`config.mk`:
```
export PLATFORM = sky130hd
export DESIGN_NAME = block_assembler
export DESIGN_NICKNAME = d
export VERILOG_FILES = /design/src/rtl/block_asm_pkg.sv /design/src/rtl/block_assembler.sv
export SDC_FILE = /design/constraint.sdc
export NUM_CORES = 2
export LEC_CHECK = 0
export ABC_AREA = 1
export BUFFER_PORTS_ARGS = -buffer_cell sky130_fd_sc_hd__clkbuf_2
export CORE_ASPECT_RATIO = 0.9
export CORE_UTILIZATION = 50
export DETAILED_ROUTE_END_ITERATION = 10
export PLACE_DENSITY_LB_ADDON = 0.15
export SETUP_SLACK_MARGIN = 0.5
export SLEW_MARGIN = 5
export SYNTH_ARGS = -nofsm -noshare
export SYNTH_HDL_FRONTEND = slang
export SYNTH_SLANG_ARGS = --single-unit
```
`constraint.sdc`:
```
create_clock -name clk -period 39.7 [get_ports clk]
set_input_delay 7.94 -clock clk [delete_from_list [all_inputs] [get_ports clk]]
set_output_delay 7.94 -clock clk [all_outputs]
set_load 0.01 [all_outputs]
```
`src/rtl/block_asm_pkg.sv`:
```
// Shared types and helpers for block_assembler: FSM state, default widths,
// and the pad-bit placement used when BLOCK_ASM_PAD_EN is defined.
package block_asm_pkg;

    typedef enum logic {FILL, HOLD} blk_state_t;

    localparam int DEF_IN_W    = 8;
    localparam int DEF_BLOCK_W = 512;

    // Bit index of the single pad 1 for a left-justified partial block of
    // `beats` beats: directly below the last beat. Only meaningful for beats < block_w/in_w.
    function automatic int pad_bit_pos(input int beats, input int in_w, input int block_w);
        return (block_w / in_w - beats) * in_w - 1;
    endfunction

endpackage

```
`src/rtl/block_assembler.sv`:
```
// Packs IN_W-bit beats into one BLOCK_W-bit block, holding it until the consumer takes it.
// Optional BLOCK_ASM_PAD_EN: partial blocks are left-justified with a single pad 1 below the last beat.
module block_assembler
    import block_asm_pkg::*;
#(
    parameter int IN_W    = DEF_IN_W,
    parameter int BLOCK_W = DEF_BLOCK_W,
    localparam int BEATS  = BLOCK_W / IN_W,
    localparam int CNT_W  = $clog2(BEATS + 1)
) (
    input  logic               clk,
    input  logic               rst,
    input  logic               in_valid,
    output logic               in_ready,
    input  logic [IN_W-1:0]    in_data,
    input  logic               in_last,
    output logic               blk_valid,
    input  logic               blk_ready,
    output logic [BLOCK_W-1:0] blk_data,
    output logic [CNT_W-1:0]   blk_beats
);

    // Handshake: a transfer happens on a rising edge where valid and ready are both
    // high; valid never depends on ready, and data is held while valid waits.
    blk_state_t         state;
    logic [BLOCK_W-1:0] shreg;
    logic [CNT_W-1:0]   count;

    logic               drain;
    logic               accept;
    logic               done;
    logic [BLOCK_W-1:0] base_shreg;
    logic [CNT_W-1:0]   base_count;
    logic [BLOCK_W-1:0] next_shreg;
    logic [CNT_W-1:0]   next_count;
    logic [BLOCK_W-1:0] fmt_data;

    assign drain    = blk_valid & blk_ready;
    assign in_ready = (state == FILL) | drain;
    assign accept   = in_valid & in_ready;

    // A beat arriving in the same cycle the held block drains starts a fresh block.
    assign base_shreg = drain ? '0 : shreg;
    assign base_count = drain ? '0 : count;
    assign next_shreg = (base_shreg << IN_W) | BLOCK_W'(in_data);
    assign next_count = base_count + CNT_W'(1);
    assign done       = accept & ((next_count == CNT_W'(BEATS)) | in_last);

    always_comb begin
        fmt_data = next_shreg;
`ifdef BLOCK_ASM_PAD_EN
        if (next_count != CNT_W'(BEATS))
            fmt_data = (next_shreg << ((BEATS - int'(next_count)) * IN_W))
                     | (BLOCK_W'(1) << pad_bit_pos(int'(next_count), IN_W, BLOCK_W));
`endif
    end

    always_ff @(posedge clk or posedge rst) begin
        if (rst) begin
            state     <= FILL;
            shreg     <= '0;
            count     <= '0;
            blk_valid <= 1'b0;
            blk_data  <= '0;
            blk_beats <= '0;
        end else if (accept) begin
            shreg <= next_shreg;
            count <= next_count;
            if (done) begin
                state     <= HOLD;
                blk_valid <= 1'b1;
                blk_beats <= next_count;
                blk_data  <= fmt_data;
            end else if (state == HOLD) begin
                state     <= FILL;
                blk_valid <= 1'b0;
            end
        end else if (drain) begin
            state     <= FILL;
            shreg     <= '0;
            count     <= '0;
            blk_valid <= 1'b0;
        end
    end

endmodule

```
==> impl_table.tex <==
\begin{tabular}{lr}
\hline
Metric & Value \\
\hline
\multicolumn{2}{l}{\textbf{Clock tree}} \\
\quad Count of cells resized by post-cts repair & 0 \\
\quad Clock transition at path regs & $\sim$0.060 ns \\
\quad Clock buffers created by TritonCTS & 103 \\
\quad TritonCTS sink count & 1032 \\
\quad Clock latency reported for the late side of the worst-skew pair & roughly 0.67 ns \\
\quad Postcts setup bufs & 0 \\
\quad Clock Tree Root & sky130\_fd\_sc\_hd\_\_clkbuf\_16 \\
\quad Maximum buffer depth of the clock tree & 3 \\
\quad Depth of the CTS H-tree & 3 \\
\quad TritonCTS clock tree & done \\
\quad Number of buffers inserted for hold repair after clock tree synthesis & 0 \\
\multicolumn{2}{l}{\textbf{Synth}} \\
\quad Yosys synthesis warning count & 0 \\
\quad Post-synthesis area per instance & $\sim$8.4 µm² \\
\quad Synth top area share & between 60 and 70\% \\
\quad Seq cells post-synth & 1032 \\
\quad Net count after synthesis & slightly above 5000 \\
\quad Unique masters post-synth & 20 \\
\quad Yosys top cell by area & sky130\_fd\_sc\_hd\_\_dfrtp\_1 \\
\quad Instance count of the mapped netlist & roughly 5000 \\
\quad Post-synthesis instance area & between 40000 and 50000 µm² \\
\quad Share of synthesized area occupied by flip-flops and latches & 60.9\% \\
\quad Dominant cells by area after synthesis & sky130\_fd\_sc\_hd\_\_dfrtp\_1 61\%, sky130\_fd\_sc\_hd\_\_nand2\_1 18\%, sky130\_fd\_sc\_hd\_\_nand3\_1 6.2\% \\
\multicolumn{2}{l}{\textbf{Timing}} \\
\quad Max transition margin & between 20\% and 30\% \\
\quad Share of the clock period used by the worst path & a little over two fifths \\
\quad Unrepaired setup endpoints after global routing & false \\
\quad Worst Clk Skew & between 0.02 and 0.03 ns \\
\quad Hold Worst Slack & between 0.5 and 0.6 ns \\
\quad Setup violation total in the final timing report & 0 \\
\quad Total Negative Setup Slacks & 0 ns \\
\quad Slew Viols, Final & 0 \\
\quad Number of failing hold endpoints at the final stage & 0 \\
\quad Achievable clock frequency & $\sim$60 MHz \\
\quad Minimum clock period after layout & roughly 17 ns \\
\quad Slew of the pin with the lowest slew margin & approximately 1.2 ns \\
\multicolumn{2}{l}{\textbf{Status}} \\
\quad Outcome & complete, no violations \\
\multicolumn{2}{l}{\textbf{Power}} \\
\quad Cell leakage power & a little under 30 nW \\
\quad Power Dens Cells & between 40 and 50 nW/µm² \\
\quad Largest vdd supply drop & 35.2 µV \\
\multicolumn{2}{l}{\textbf{Detailed routing}} \\
\quad Remaining design rule violation count & 0 \\
\quad Total wire length after detailed routing & roughly 110 mm \\
\quad Pre-antenna DRT Iters & 5 \\
\quad Per-cell routed wire length & between 15 and 20 µm \\
\quad Per-cell via count in the routed design & slightly above 5 \\
\quad Via Count & around 33000 \\
\quad DR iter-0 viols & around 3100 \\
\quad Post-route antenna net violation count & 0 \\
\multicolumn{2}{l}{\textbf{Critical path}} \\
\quad Critical-path cell list & clkbuf\_2 -> nand2\_4 -> nand2\_1 -> clkbuf\_2 \\
\quad Worst Setup Start Kind & primary input \\
\quad Slowest-stage cell, CP & sky130\_fd\_sc\_hd\_\_nand2\_4 \\
\quad Reg2Reg Setup Slack & 33.36 ns \\
\quad Worst R2R Start & blk\_valid\$\_DFFE\_PP0P\_ \\
\quad Worst endpoint required time & 31.76 ns \\
\quad Delay-heaviest family, CP & simple AND/OR/NAND/NOR gates \\
\quad Endpoint of the lowest-slack register-to-register path & blk\_data[298]\$\_DFFE\_PP0P\_ \\
\quad Launching instance or port of the critical path & blk\_ready \\
\quad Delay of the slowest cell on the worst path & about 0.54 ns \\
\quad Largest fanout on the critical path & 57 \\
\quad Crit path DAT & $\sim$9 ns \\
\quad Crit end category & output port \\
\quad Classification of the worst setup path & in2out \\
\quad Number of cell instances on the worst register-to-register path & 14 \\
\quad Buf+Inv Stages, Crit Path & 2 \\
\quad Top cell by count, worst path & sky130\_fd\_sc\_hd\_\_clkbuf\_2 \\
\multicolumn{2}{l}{\textbf{Floorplanning}} \\
\quad Effective utilization at floorplan & between 50\% and 60\% \\
\quad Site Rows & 100 \\
\quad Die ar. & roughly 86000 µm² \\
\quad Top Ports & roughly 530 \\
\quad Area of the placeable core & 83300 µm² \\
\quad Die Y-Extent & roughly 280 µm \\
\quad Width of the die & around 300 µm \\
\multicolumn{2}{l}{\textbf{Cells and area}} \\
\quad Area growth from synthesis to final layout & 14.9\% \\
\quad Area taken by multi-input logic gates & $\sim$13000 µm² \\
\quad Fill cells & 7631 \\
\quad Most frequent cells in the layout & 2071 x sky130\_fd\_sc\_hd\_\_nand2\_1, 1032 x sky130\_fd\_sc\_hd\_\_dfrtp\_1, 533 x sky130\_fd\_sc\_hd\_\_clkbuf\_2, 527 x sky130\_fd\_sc\_hd\_\_nand3\_1, 514 x sky130\_fd\_sc\_hd\_\_inv\_1 \\
\quad Layout cells sized above 1 & 13.6\% \\
\quad Register Area & about 26000 µm² \\
\quad Final layout net count & between 5000 and 6000 \\
\quad Most frequent standard cell in the layout excluding fill and tap cells & sky130\_fd\_sc\_hd\_\_nand2\_1 \\
\quad Post-route cell area & about 49000 µm² \\
\multicolumn{2}{l}{\textbf{Global route}} \\
\quad Largest net degree at the start of global routing & around 260 \\
\quad Wire length of the first global-routing pass & about 180 mm \\
\quad Overflow left after global routing & 0 \\
\quad GRT Total Usage & between 20 and 30\% \\
\quad Via count of the first global-routing pass & 31394 \\
\quad Number of antenna violations at the first check in global routing & 1 \\
\multicolumn{2}{l}{\textbf{Worst hold path}} \\
\quad Endpoint, Worst Hold & blk\_data[297]\$\_DFFE\_PP0P\_ \\
\quad Worst hold path type & reg2reg \\
\quad Startpoint of the most critical hold path & blk\_data[297]\$\_DFFE\_PP0P\_ \\
\quad Worst hold path stage count & 2 \\
\multicolumn{2}{l}{\textbf{Place}} \\
\quad Instance area at placement & $\sim$45000 µm² \\
\quad Detail Placement HPWL & roughly 70 mm \\
\quad Port bufs & roughly 530 \\
\quad Routability congestion estimate from global placement & 0.838 \\
\multicolumn{2}{l}{\textbf{Run}} \\
\quad Max Cap Violations & 0 \\
\hline
\end{tabular}
kinds of logic (layout without fill, tap and decap cells):
kind of cell | Yosys count | in the layout | share of synthesized area [%]
simple gates | 2630 | 2630 | 24.9
buf+inv | 856 | 1265 | 8.22
fa+ha+maj | 1 | 1 | 0.0295
compound gates | 502 | 502 | 5.93
xor+xnor | 1 | 1 | 0.0207
flops | 1032 | 1032 | 60.9
other cells | 0 | 1 | 0
final cells by class:
type	instances	share of cell area, %
sequential	1032	53.0
multi-input combinational	3134	27.0
clock buffer	152	6.31
timing repair buffer	568	6.19
inverter	517	4.00
tap	1122	2.88
clock inverter	28	0.655
antenna	1	0.00514
synthesized netlist by cell type:
cell type and count:
sky130_fd_sc_hd__nand3_1 527, sky130_fd_sc_hd__buf_1 22, sky130_fd_sc_hd__inv_2 2, sky130_fd_sc_hd__clkbuf_1 185
sky130_fd_sc_hd__nor2_1 23, sky130_fd_sc_hd__o21ai_0 500, sky130_fd_sc_hd__buf_6 12, sky130_fd_sc_hd__o21bai_1 1
sky130_fd_sc_hd__a21oi_1 1, sky130_fd_sc_hd__nand4_1 3, sky130_fd_sc_hd__dfrtp_1 1032, sky130_fd_sc_hd__buf_4 12
sky130_fd_sc_hd__inv_1 515, sky130_fd_sc_hd__buf_2 108, sky130_fd_sc_hd__nand2_1 2073, sky130_fd_sc_hd__nand2_2 2
sky130_fd_sc_hd__nand3b_1 1, sky130_fd_sc_hd__nor2_2 1, sky130_fd_sc_hd__xor2_1 1, sky130_fd_sc_hd__ha_1 1
how the worst max path moves through the flow:
stage / end / slack [ns] / cells past startpoint
finish: in_ready / 22.77 / 4
global route: in_ready / 22.68 / 4
CTS: in_ready / 22.75 / 4
detailed placement: in_ready / 22.74 / 4
global placement: in_ready / 22.77 / 4
floorplan: blk_beats[0]$_DFFE_PP0P_ / 2.72 / 1
power breakdown:
part           leakage [nW]  switching (W)  internal (W)  total (W)
Clock                  1.69       0.000413      0.000572   0.000985
Combinational          13.7       0.000261     0.0000605   0.000322
Sequential             14.4      0.0000239       0.00110    0.00112
worst reg2reg max path, cell delays in order, from the launching register on:
cell and delay [ns]:
sky130_fd_sc_hd__dfrtp_1 0.41, sky130_fd_sc_hd__nand2_4 0.55, sky130_fd_sc_hd__buf_12 0.73, sky130_fd_sc_hd__nand2_1 0.24, sky130_fd_sc_hd__nor2_1 0.20, sky130_fd_sc_hd__nand3_1 0.09
sky130_fd_sc_hd__nand2_1 0.06, sky130_fd_sc_hd__nand2_1 0.06, sky130_fd_sc_hd__nor2_1 0.30, sky130_fd_sc_hd__nand2_8 0.59, sky130_fd_sc_hd__nand2_4 0.90, sky130_fd_sc_hd__buf_4 0.88
sky130_fd_sc_hd__buf_4 0.91, sky130_fd_sc_hd__nand2_1 0.22, sky130_fd_sc_hd__nand2_1 0.11
stage by stage:
| stage | std cells | setup WS [ns] | power (W) | utilization (%) |
|---|---|---|---|---|
| 4_1_cts | 6553 | 22.75 | 0.00245 | 58.5 |
| 5_1_grt | 6554 | 22.68 | 0.00253 | 58.5 |
| 3_5_place_dp | 6373 | 22.74 | 0.00147 | 54.4 |
| 3_3_place_gp | 6373 | 22.77 | 0.00146 | 54.4 |
| 2_1_floorplan | 5022 | 2.72 | 0.00138 | - |
| 6_report | 6554 | 22.77 | 0.00243 | 58.5 |
layer usage:
metal	vias to the layer above	global-route usage [%]	part of all wire, %
met2	872	38.8	46
li1	16155	-	-
met3	169	4.55	5.8
met5	-	0	0
met4	0	8.85	3.1
met1	16064	37.8	45
sequential cells by signal, indices dropped and copies added, names as in the netlist:
signal	count
blk_beats	7
blk_data	512
blk_valid	1
count	7
shreg	504
state	1
Power figures use the tool's default switching activity.
